$ cat config.mk
export PLATFORM = sky130hd
export DESIGN_NAME = cc_unit
export DESIGN_NICKNAME = d
export VERILOG_FILES = /design/src/rtl/y86_pkg.sv /design/src/rtl/cc_unit_cond_eval.sv /design/src/rtl/cc_unit.sv
export SDC_FILE = /design/constraint.sdc
export NUM_CORES = 1
export LEC_CHECK = 0
export ABC_AREA = 1
export BUFFER_PORTS_ARGS = -buffer_cell sky130_fd_sc_hd__buf_2
export CAP_MARGIN = 25
export CORE_AREA = 2 2 83 85
export CTS_CLUSTER_DIAMETER = 50
export DETAILED_ROUTE_END_ITERATION = 7
export DIE_AREA = 0 0 85 87
export PLACE_DENSITY_LB_ADDON = 0.2
export SYNTH_ARGS = -nofsm -noshare
export SYNTH_HDL_FRONTEND = slang
export SYNTH_SLANG_ARGS = --single-unit
$ cat constraint.sdc
create_clock -name clk -period 1.1 [get_ports clk]
set_input_delay 0.22 -clock clk [delete_from_list [all_inputs] [get_ports clk]]
set_output_delay 0.22 -clock clk [all_outputs]
set_load 0.02 [all_outputs]
$ cat src/rtl/y86_pkg.sv
// Shared Y86-64 execute-stage definitions: ALU/condition function codes,
// CC bit positions, the CC reset value and the condition-code unit state type.
package y86_pkg;

  localparam logic [3:0] ALU_ADD = 4'd0;
  localparam logic [3:0] ALU_SUB = 4'd1;
  localparam logic [3:0] ALU_AND = 4'd2;
  localparam logic [3:0] ALU_XOR = 4'd3;

  localparam logic [3:0] C_ALWAYS = 4'd0;
  localparam logic [3:0] C_LE     = 4'd1;
  localparam logic [3:0] C_L      = 4'd2;
  localparam logic [3:0] C_E      = 4'd3;
  localparam logic [3:0] C_NE     = 4'd4;
  localparam logic [3:0] C_GE     = 4'd5;
  localparam logic [3:0] C_G      = 4'd6;

  localparam int ZF = 2;
  localparam int SF = 1;
  localparam int OF = 0;

  localparam logic [2:0] CC_RESET = 3'b100;

  typedef enum logic {
    RUN    = 1'b0,
    FROZEN = 1'b1
  } cc_state_e;

  function automatic logic alu_fun_legal(input logic [3:0] fun);
    return fun <= ALU_XOR;
  endfunction

endpackage

$ cat src/rtl/cc_unit_cond_eval.sv
// Combinational jXX/cmovXX condition evaluator over a {ZF,SF,OF} code.
// Also used by the writeback-stage cmov check.
module cond_eval
  import y86_pkg::*;
(
  input  logic [2:0] cc,
  input  logic [3:0] cond_fun,
  output logic       cnd,
  output logic       illegal
);

  logic lt;

  assign lt = cc[SF] ^ cc[OF];

  always_comb begin
    cnd     = 1'b0;
    illegal = 1'b0;
    case (cond_fun)
      C_ALWAYS: cnd = 1'b1;
      C_LE:     cnd = lt | cc[ZF];
      C_L:      cnd = lt;
      C_E:      cnd = cc[ZF];
      C_NE:     cnd = ~cc[ZF];
      C_GE:     cnd = ~lt;
      C_G:      cnd = ~lt & ~cc[ZF];
      default:  illegal = 1'b1;
    endcase
  end

endmodule

$ cat src/rtl/cc_unit.sv
// Y86-64 condition-code unit: derives ZF/SF/OF from the ALU result, holds the
// architectural CC register and produces a registered branch/cmov condition.
module cc_unit
  import y86_pkg::*;
#(
  parameter int WIDTH = 64
) (
  input  logic             clk,
  input  logic             rst,
  input  logic             valid_in,
  input  logic             set_cc,
  input  logic [3:0]       alu_fun,
  input  logic [WIDTH-1:0] alu_a,
  input  logic [WIDTH-1:0] alu_b,
  input  logic [WIDTH-1:0] val_e,
  input  logic [3:0]       cond_fun,
  input  logic             stall,
  input  logic             bubble,
  input  logic             exc_in,
  output logic [2:0]       cc,
  output logic             cnd,
  output logic             cnd_valid,
  output logic             fun_err,
  output logic             frozen
);

  cc_state_e  state_q, state_d;
  logic [2:0] flags_new;
  logic       a_msb, b_msb, e_msb;
  logic       alu_ok;
  logic       cc_write;
  logic       cnd_raw, cond_illegal;
  logic       unused_operand_bits;

  assign a_msb  = alu_a[WIDTH-1];
  assign b_msb  = alu_b[WIDTH-1];
  assign e_msb  = val_e[WIDTH-1];
  assign alu_ok = alu_fun_legal(alu_fun);

  // Only the sign bits of the operands matter for overflow.
  assign unused_operand_bits = ^{alu_a[WIDTH-2:0], alu_b[WIDTH-2:0]};

  always_comb begin
    flags_new     = 3'b000;
    flags_new[ZF] = (val_e == '0);
    flags_new[SF] = e_msb;
    case (alu_fun)
      ALU_ADD: flags_new[OF] = (a_msb == b_msb) && (e_msb != a_msb);
      ALU_SUB: flags_new[OF] = (a_msb != b_msb) && (e_msb != b_msb);
      default: flags_new[OF] = 1'b0;
    endcase
  end

  // The condition always sees the CC as it stood before this instruction.
  cond_eval u_cond_eval (
    .cc       (cc),
    .cond_fun (cond_fun),
    .cnd      (cnd_raw),
    .illegal  (cond_illegal)
  );

  assign cc_write = (state_q == RUN) && valid_in && set_cc && !stall &&
                    !bubble && !exc_in && alu_ok;

  always_ff @(posedge clk) begin
    if (rst) state_q <= RUN;
    else     state_q <= state_d;
  end

  always_comb begin
    state_d = state_q;
    case (state_q)
      RUN:     if (exc_in) state_d = FROZEN;
      FROZEN:  state_d = FROZEN;
      default: state_d = RUN;
    endcase
  end

  assign frozen = (state_q == FROZEN);

  // An exception freezes the unit even under stall, so the freezing edge
  // also invalidates the E/M condition in the same way FROZEN does.
  always_ff @(posedge clk) begin
    if (rst) begin
      cc        <= CC_RESET;
      cnd       <= 1'b0;
      cnd_valid <= 1'b0;
      fun_err   <= 1'b0;
    end else if (frozen || exc_in) begin
      cnd_valid <= 1'b0;
      fun_err   <= 1'b0;
    end else if (!stall) begin
      if (bubble) begin
        cnd       <= 1'b0;
        cnd_valid <= 1'b0;
        fun_err   <= 1'b0;
      end else begin
        cnd       <= valid_in & cnd_raw;
        cnd_valid <= valid_in;
        fun_err   <= valid_in & (cond_illegal | (set_cc & ~alu_ok));
        if (cc_write) cc <= flags_new;
      end
    end
  end

endmodule
==> flow_metrics.py, run 1 <==
metrics = {
    "floorplan": {
        "dieArea_um2": 7395,
        "fp.dieH_um": 87,
        "ioPinCount": 214,
        "fp.dieW_um": 85,
        "initial_core_util": 0.1017,
        "rows": 30,
        "core_area_um2": 6569,
    },
    "logic_synthesis": {
        "yosys.area.top_type": "nor2_1",
        "postSynthCellCount": 129,
        "synth_top_family_by_area": "simple AND/OR/NAND/NOR gates",
        "ys_seq_area_frac": 0.2097,
        "synth.area.top_cells": "nor2_1 (29%), nand2_1 (21%), dfxtp_1 (21%)",
        "ys_ff_latch": 7,
        "synth_top_area_share": 0.2921,
        "avgSynthCellArea_um2": 5.179,
        "ys_types": 17,
        "yosysWarnings": 0,
        "synth_mux_area_frac": 0,
        "synth_simple_gate_area_frac": 0.6386,
        "yosysMostFrequentCell": "nor2_1",
        "synth_xor_area_frac": 0.02622,
        "synthFlopType": "dfxtp_1",
        "synth_common_cells": "nor2_1 (52), nand2_1 (38), inv_1 (9)",
        "async_flop_share": 0,
        "synth_area_um2": 668.1,
        "synth-compound-area-share": 0.06929,
        "synth-edff-count": 0,
        "synth_adder_area_share": 0,
        "syn_nets": 336,
    },
    "grt": {
        "overflow": 0,
        "grt_max_degree": 7,
        "track_usage": 0.06423,
        "antenna_found_initial": 0,
        "grt_pass1_vias": 946,
        "grt_pass1_wl_mm": 3.926,
    },
    "routing": {
        "dr.first_iter.drc_count": 20,
        "avgViaCountPerCell": 3.457,
        "vias": 1044,
        "drc": 0,
        "antenna_left": 0,
        "wl_mm": 2.419,
        "first_pass_iters": 4,
        "avgRoutedWirePerCell_um": 8.010,
    },
    "clock_network": {
        "worst_skew_pair.late_latency_ps": 230,
        "ctsResizeCount": 0,
        "cts_buffer_depth": 2,
        "cts_hold_buf": 0,
        "cts.sinks": 7,
        "clkSlewWorstSetupHoldPaths_ps": 40,
        "cts_tree": "yes",
        "htree_levels": 1,
        "cts-root-buf": "clkbuf_8",
        "postCtsSetupBuffers": 0,
        "cts_made_buffers": 3,
    },
    "finish": {
        "stdcell_count": 302,
        "final_util": 0.1928,
        "drive_gt1_frac": 0.4505,
        "area_delta_synth_final_pct": 89.51,
        "design_area_um2": 1266,
        "antenna_cells": 0,
        "nets": 430,
    },
    "timing": {
        "final_hold_viol_count": 0,
        "period_needed_ps": 1027,
        "setup_viol_count_final": 0,
        "worstMarginPinSlew_ps": 264.1,
        "timing.final.crit_share": 0.9336,
        "clock.fmax_ghz": 0.9738,
        "slew_viol_final": 0,
        "skew_ps": 2.205,
        "grt_setup_unrepaired": "false",
        "fin_ws_ps": 73.08,
        "slew_headroom": 0.8239,
    },
    "setup_path": {
        "cpPeakStageDelay_ps": 390,
        "crit_fanout": 4,
        "cp_cell_sequence": "buf_2",
        "worstPathArrival_ps": 810,
        "critPathLaunchType": "flip-flop",
        "cp_top_family": "flip-flops",
        "crit_slowest_cell": "dfxtp_1",
        "worstSetupPathType": "flip-flop to output pin",
        "rr_worst_depth": 5,
        "cp.required_ps": 880,
        "crit_cells": 1,
        "path_buf_inv": 1,
        "end_kind": "output pin",
    },
    "hold_path": {
        "min_delay_path_depth": 2,
        "min_path_type": "input port to flip-flop",
    },
    "power_and_ir_drop": {
        "power.density_nw_per_um2": 700.7,
        "power.leakage_nw": 0.6702,
        "ir_drop_uv": 205.7,
        "finalPower_uw": 887.2,
    },
    "placement": {
        "numPortBuffers": 87,
        "gp_congestion": 0.6715,
        "post-place-ws_ps": -14.36,
        "post_dp_cell_area_um2": 1219,
        "dpl.hpwl_mm": 2.243,
        "dp_cells": 298,
    },
    "run": {
        "cap_violations": 0,
    },
    "status": {
        "status": "finished, final reports clean",
    },
}
-- layout by cell type, fill, tap and decap left out --
cell type  instances
xor2_1             1
a21oi_1            6
nand4_4            1
xnor2_1            1
clkbuf_1           1
nand3_1            3
nand2_2            1
buf_2             87
a31oi_1            1
dfxtp_1            5
inv_1              9
or2_2              1
nand4_1            2
buf_4              2
nor3_1             1
nand2_1           38
o21ai_0            2
dfxtp_2            2
nor2_4             2
nor2_1            52
inv_2              1
clkbuf_8           3
-- area by class of cell --
| cell class | count | area, µm² |
|---|---|---|
| Fill cell | 762 | 5303 |
| Multi-Input combinational cell | 112 | 490.5 |
| Timing Repair Buffer | 89 | 450.4 |
| Sequential cell | 7 | 142.6 |
| Tap cell | 80 | 100.1 |
| Clock buffer | 4 | 45.04 |
| Inverter | 10 | 37.54 |
-- routing by layer --
metal  up-vias  routed length [µm]  GRT usage
met5         -                   0          0
met4         0                  11    0.01299
met3         2                 317    0.01706
met2        75                1027     0.1136
met1       382                1062    0.07836
li1        585                   -          -
-- power by group --
group	internal (mW)	switching (mW)
logic	0.147	0.115
clock network	0.251	0.111
registers	0.259	0.00365
-- path summary, 6_finish.rpt --
path | from | to | slack, ps
max | cc[2] | cc[2] | 70
min | rst | cnd | 210
max reg2reg | frozen | cc[2] | 110
min reg2reg | fun_err | fun_err | 470
-- per-stage QoR --
stage	hold WS [ps]	setup TNS, ps
2_1_floorplan	289.1	0
3_5_place_dp	453.0	-14.36
6_report	209.6	0
5_1_grt	215.7	0
3_3_place_gp	452.3	0
4_1_cts	213.1	0
-- flip-flops by register name, indices dropped and copies added (netlist names) --
name / count
cc: 3
cnd: 1
cnd_valid: 1
frozen: 1
fun_err: 1
-- logic make-up after synthesis --
family                    count (synthesis)
AOI/OAI and AO/OA                         9
xor gates and xnor gates                  2
buffers and inverters                    10
DFF                                       7
and+or+nand+nor                         101
No activity file was read; power rests on OpenSTA's default activity.
==> inputs of run 2 (changes only) <==
PLACE_DENSITY_LB_ADDON = 0.1   (was 0.2)
==> flow_metrics.py, run 2 (same netlist as run 1, synthesis figures left out) <==
metrics = {
    "finish": {
        "fillers": 761,
        "largest_reg_flops": 3,
        "nets": 431,
        "top_register": "cc",
        "drive_gt1_frac": 0.4439,
        "stdcell_count": 303,
        "final_common_cell": "buf_2",
        "layout_common_cells": "buf_2 (87), nor2_1 (52), nand2_1 (38), inv_1 (9), dfxtp_1 (7)",
        "area_delta_synth_final_pct": 90.26,
        "antenna_cells": 0,
    },
    "floorplan": {
        "core_area_um2": 6569,
        "dieArea_um2": 7395,
        "initial_core_util": 0.1017,
        "fp.dieH_um": 87,
        "fp.dieW_um": 85,
        "rows": 30,
        "ioPinCount": 214,
    },
    "clock_network": {
        "htree_levels": 1,
        "cts_made_buffers": 3,
        "cts_buffer_depth": 2,
        "cts_hold_buf": 0,
        "cts_tree": "yes",
        "postCtsSetupBuffers": 0,
        "worst_skew_pair.late_latency_ps": 230,
        "cts.sinks": 7,
        "cts-root-buf": "clkbuf_8",
        "ctsResizeCount": 0,
        "clkSlewWorstSetupHoldPaths_ps": 40,
    },
    "timing": {
        "setup_viol_count_final": 0,
        "grt_setup_unrepaired": "false",
        "final_hold_viol_count": 0,
        "slew_viol_final": 0,
        "slew_headroom": 0.8279,
        "clock.fmax_ghz": 0.9812,
        "fin_hold_ws_ps": 203.6,
        "period_needed_ps": 1019,
        "skew_ps": 2.193,
        "worstMarginPinSlew_ps": 257.2,
        "timing.final.crit_share": 0.9265,
    },
    "placement": {
        "dp_cells": 299,
        "numPortBuffers": 87,
        "dpl.hpwl_mm": 2.288,
        "gp_congestion": 0.6192,
    },
    "grt": {
        "grt_pass1_wl_mm": 4.036,
        "track_usage": 0.06780,
        "overflow": 0,
        "grt_pass1_vias": 994,
        "antenna_found_initial": 0,
        "grt_max_degree": 7,
    },
    "setup_path": {
        "critPathLaunchType": "flip-flop",
        "regToRegStartpoint": "frozen",
        "path_buf_inv": 1,
        "cpPeakStageDelay_ps": 380,
        "worstSetupPathType": "flip-flop to output pin",
        "crit_start": "frozen",
        "crit_fanout": 2,
        "end_kind": "output pin",
        "cp_top_family": "flip-flops",
        "cp.required_ps": 880,
        "worstPathArrival_ps": 800,
        "cp_cell_sequence": "buf_2",
        "crit_slowest_cell": "dfxtp_1",
    },
    "power_and_ir_drop": {
        "power.density_nw_per_um2": 702.8,
        "ir_drop_uv": 199.1,
        "power.leakage_nw": 0.6734,
    },
    "hold_path": {
        "worstHoldStart": "rst",
        "min_path_type": "input port to flip-flop",
    },
    "routing": {
        "dr.first_iter.drc_count": 11,
        "drc": 0,
        "avgViaCountPerCell": 3.455,
        "wl_mm": 2.502,
        "avgRoutedWirePerCell_um": 8.257,
        "antenna_left": 0,
        "wl_met2_mm": 1.037,
        "top_layer": "met4",
        "first_pass_iters": 4,
        "vias": 1047,
        "drt-met1-wl_mm": 1.069,
        "met3_length_um": 355,
    },
    "status": {
        "status": "finished, final reports clean",
    },
    "run": {
        "cap_violations": 0,
    },
}
==> run 2: cell count changes in the layout (fill, tap and decap cells not counted), sizes merged <==
cell,change
buf,+1
==> run 2: final timing paths <==
| check | to | slack (ps) | cells past startpoint |
|---|---|---|---|
| hold reg to reg | fun_err | 460 | 2 |
| setup reg to reg | cc[0] | 100 | 4 |
| setup / recovery | frozen | 80 | 1 |
| hold / removal | cnd | 200 | 2 |
==> run 2: power breakdown <==
group | switching [mW] | total [mW] | internal, mW
combinational | 0.115 | 0.265 | 0.150
clock | 0.115 | 0.366 | 0.251
sequential | 0.00391 | 0.263 | 0.259
==> run 2: area by class of cell <==
type                       instances  area (µm²)  area share
multi-input combinational        112       490.5      0.3858
timing repair buffer              90       457.9      0.3602
sequential                         7       140.1      0.1102
tap                               80       100.1     0.07874
clock buffer                       4       45.04     0.03543
inverter                          10       37.54     0.02953
==> run 2: metal layers <==
metal	global-route usage	vias up
li1	-	586
met4	0.03463	0
met3	0.01422	4
met5	0	-
met1	0.08239	376
met2	0.1129	81
==> run 2: through the flow <==
step	setup WS [ps]	power (mW)	utilization	instance area, µm²	setup TNS (ps)
2_1_floorplan	96.13	0.3591	-	668.1	0
3_3_place_gp	-10.38	0.5371	0.1867	1226	-19.15
5_1_grt	21.73	0.9633	0.1935	1271	0
4_1_cts	51.18	0.9169	0.1935	1271	0
3_5_place_dp	-16.04	0.5357	0.1867	1226	-16.04
6_report	80.83	0.8934	0.1935	1271	0
==> inputs of run 3 (changes only) <==
PLACE_DENSITY_LB_ADDON = unset   (was 0.1)
==> flow_metrics.py, run 3 (same netlist as run 1, synthesis figures left out) <==
metrics = {
    "status": {
        "status": "finished, final reports clean",
    },
    "finish": {
        "stdcell_count": 300,
        "fillers": 750,
        "top_register": "cc",
        "final_util": 0.1901,
        "multiInputGateArea_um2": 490.5,
        "area_delta_synth_final_pct": 86.89,
        "nets": 428,
        "largest_reg_flops": 3,
        "drive_gt1_frac": 0.4364,
        "final_common_cell": "buf_2",
        "layout_common_cells": "buf_2 (87), nor2_1 (52), nand2_1 (38), inv_1 (9), dfxtp_1 (7)",
        "antenna_cells": 0,
        "seqCellArea_um2": 140.1,
    },
    "routing": {
        "first_pass_iters": 4,
        "vias": 1056,
        "met3_length_um": 358,
        "avgRoutedWirePerCell_um": 9.087,
        "wl_mm": 2.726,
        "drc": 0,
        "antenna_left": 0,
        "top_layer": "met5",
        "avgViaCountPerCell": 3.520,
        "wl_met2_mm": 1.060,
        "drt-met1-wl_mm": 1.260,
        "dr.first_iter.drc_count": 18,
    },
    "floorplan": {
        "fp.dieH_um": 87,
        "fp.dieW_um": 85,
        "rows": 30,
        "ioPinCount": 214,
        "core_area_um2": 6569,
        "initial_core_util": 0.1017,
        "dieArea_um2": 7395,
    },
    "setup_path": {
        "worstSetupPathType": "flip-flop to flip-flop",
        "worstPathArrival_ps": 1130,
        "crit_fanout": 6,
        "critPathLaunchType": "flip-flop",
        "end_kind": "flip-flop",
        "cp.required_ps": 1210,
    },
    "placement": {
        "dp_cells": 296,
        "numPortBuffers": 87,
        "dpl.hpwl_mm": 2.542,
        "gp_congestion": 0.7654,
    },
    "hold_path": {
        "min_path_type": "input port to flip-flop",
    },
    "clock_network": {
        "clkSlewWorstSetupHoldPaths_ps": 40,
        "cts-root-buf": "clkbuf_8",
        "cts.sinks": 7,
        "htree_levels": 1,
        "cts_buffer_depth": 2,
        "cts_made_buffers": 3,
        "postCtsSetupBuffers": 0,
        "cts_hold_buf": 0,
        "worst_skew_pair.late_latency_ps": 220,
        "cts_tree": "yes",
    },
    "power_and_ir_drop": {
        "clkPwrFrac": 0.400,
        "netSwitchingPower_uw": 220.3,
        "power.density_nw_per_um2": 698.5,
        "p_comb_frac": 0.298,
        "ir_drop_uv": 214.1,
        "intPower_uw": 651.9,
        "p_seq_frac": 0.302,
        "finalPower_uw": 872.2,
        "p_sw_frac": 0.2526,
        "power.leakage_nw": 0.6588,
    },
    "grt": {
        "overflow": 0,
        "grt_pass1_wl_mm": 4.326,
        "track_usage": 0.07407,
        "grt_max_degree": 7,
        "antenna_found_initial": 2,
        "grt_pass1_vias": 1038,
    },
    "timing": {
        "period_needed_ps": 1027,
        "worstMarginPinSlew_ps": 277.0,
        "slew_viol_final": 0,
        "clock.fmax_ghz": 0.9742,
        "final_hold_viol_count": 0,
        "fin_hold_ws_ps": 216.0,
        "slew_headroom": 0.8153,
        "skew_ps": 3.265,
        "timing.final.crit_share": 0.9332,
        "setup_viol_count_final": 0,
        "fin_tns_setup_ps": 0,
        "grt_setup_unrepaired": "false",
    },
    "run": {
        "cap_violations": 0,
    },
}
==> run 3: stage by stage <==
step / cell area [µm²] / setup slack [ps]
after global routing: 1249 / 6.649
after detailed placement: 1204 / -0.5819
after floorplan: 668.1 / 96.13
final: 1249 / 73.48
after CTS: 1249 / 71.05
after global placement: 1204 / 26.83
==> run 3: layout make-up <==
cell class,instances,share of cell area
clock buffer,4,0.03607
timing repair buffer,87,0.3487
multi-input combinational,112,0.3928
tap,80,0.08016
inverter,10,0.03006
sequential,7,0.1122
==> run 3: layer usage <==
layer  up-vias  GRT usage
met1       390    0.09297
met3         6    0.02085
met2        77     0.1257
met4         4    0.01732
met5         -          0
li1        579          -
==> run 3: worst paths after layout <==
path,start,endpoint,slack [ps],depth (start not counted)
worst min-delay path,rst,cnd,220,2
worst max-delay path,frozen,cc[0],70,4
worst min register to register,fun_err,fun_err,460,2
worst max register to register,frozen,cc[0],70,4
==> run 3: power by group through the flow <==
stage	combinational, mW	sequential (mW)	clock, mW
6_report	0.260	0.263	0.349
5_1_grt	0.302	0.263	0.371
4_1_cts	0.266	0.263	0.357
3_5_place_dp	0.265	0.267	0
3_3_place_gp	0.261	0.267	0
2_1_floorplan	0.0873	0.272	0
==> run 3: what timing repair did <==
action | in CTS | in global routing
resized for setup | 0 | 1
setup endpoints to repair | 0 | 1
endpoints found under the hold margin | 0 | 0
==> run 3: worst max-delay path, cell delays in order, from the launching register on <==
cell and delay [ps]:
dfxtp_1 330, nor2_4 190, nand4_4 150, a31oi_1 180, nor2_1 60
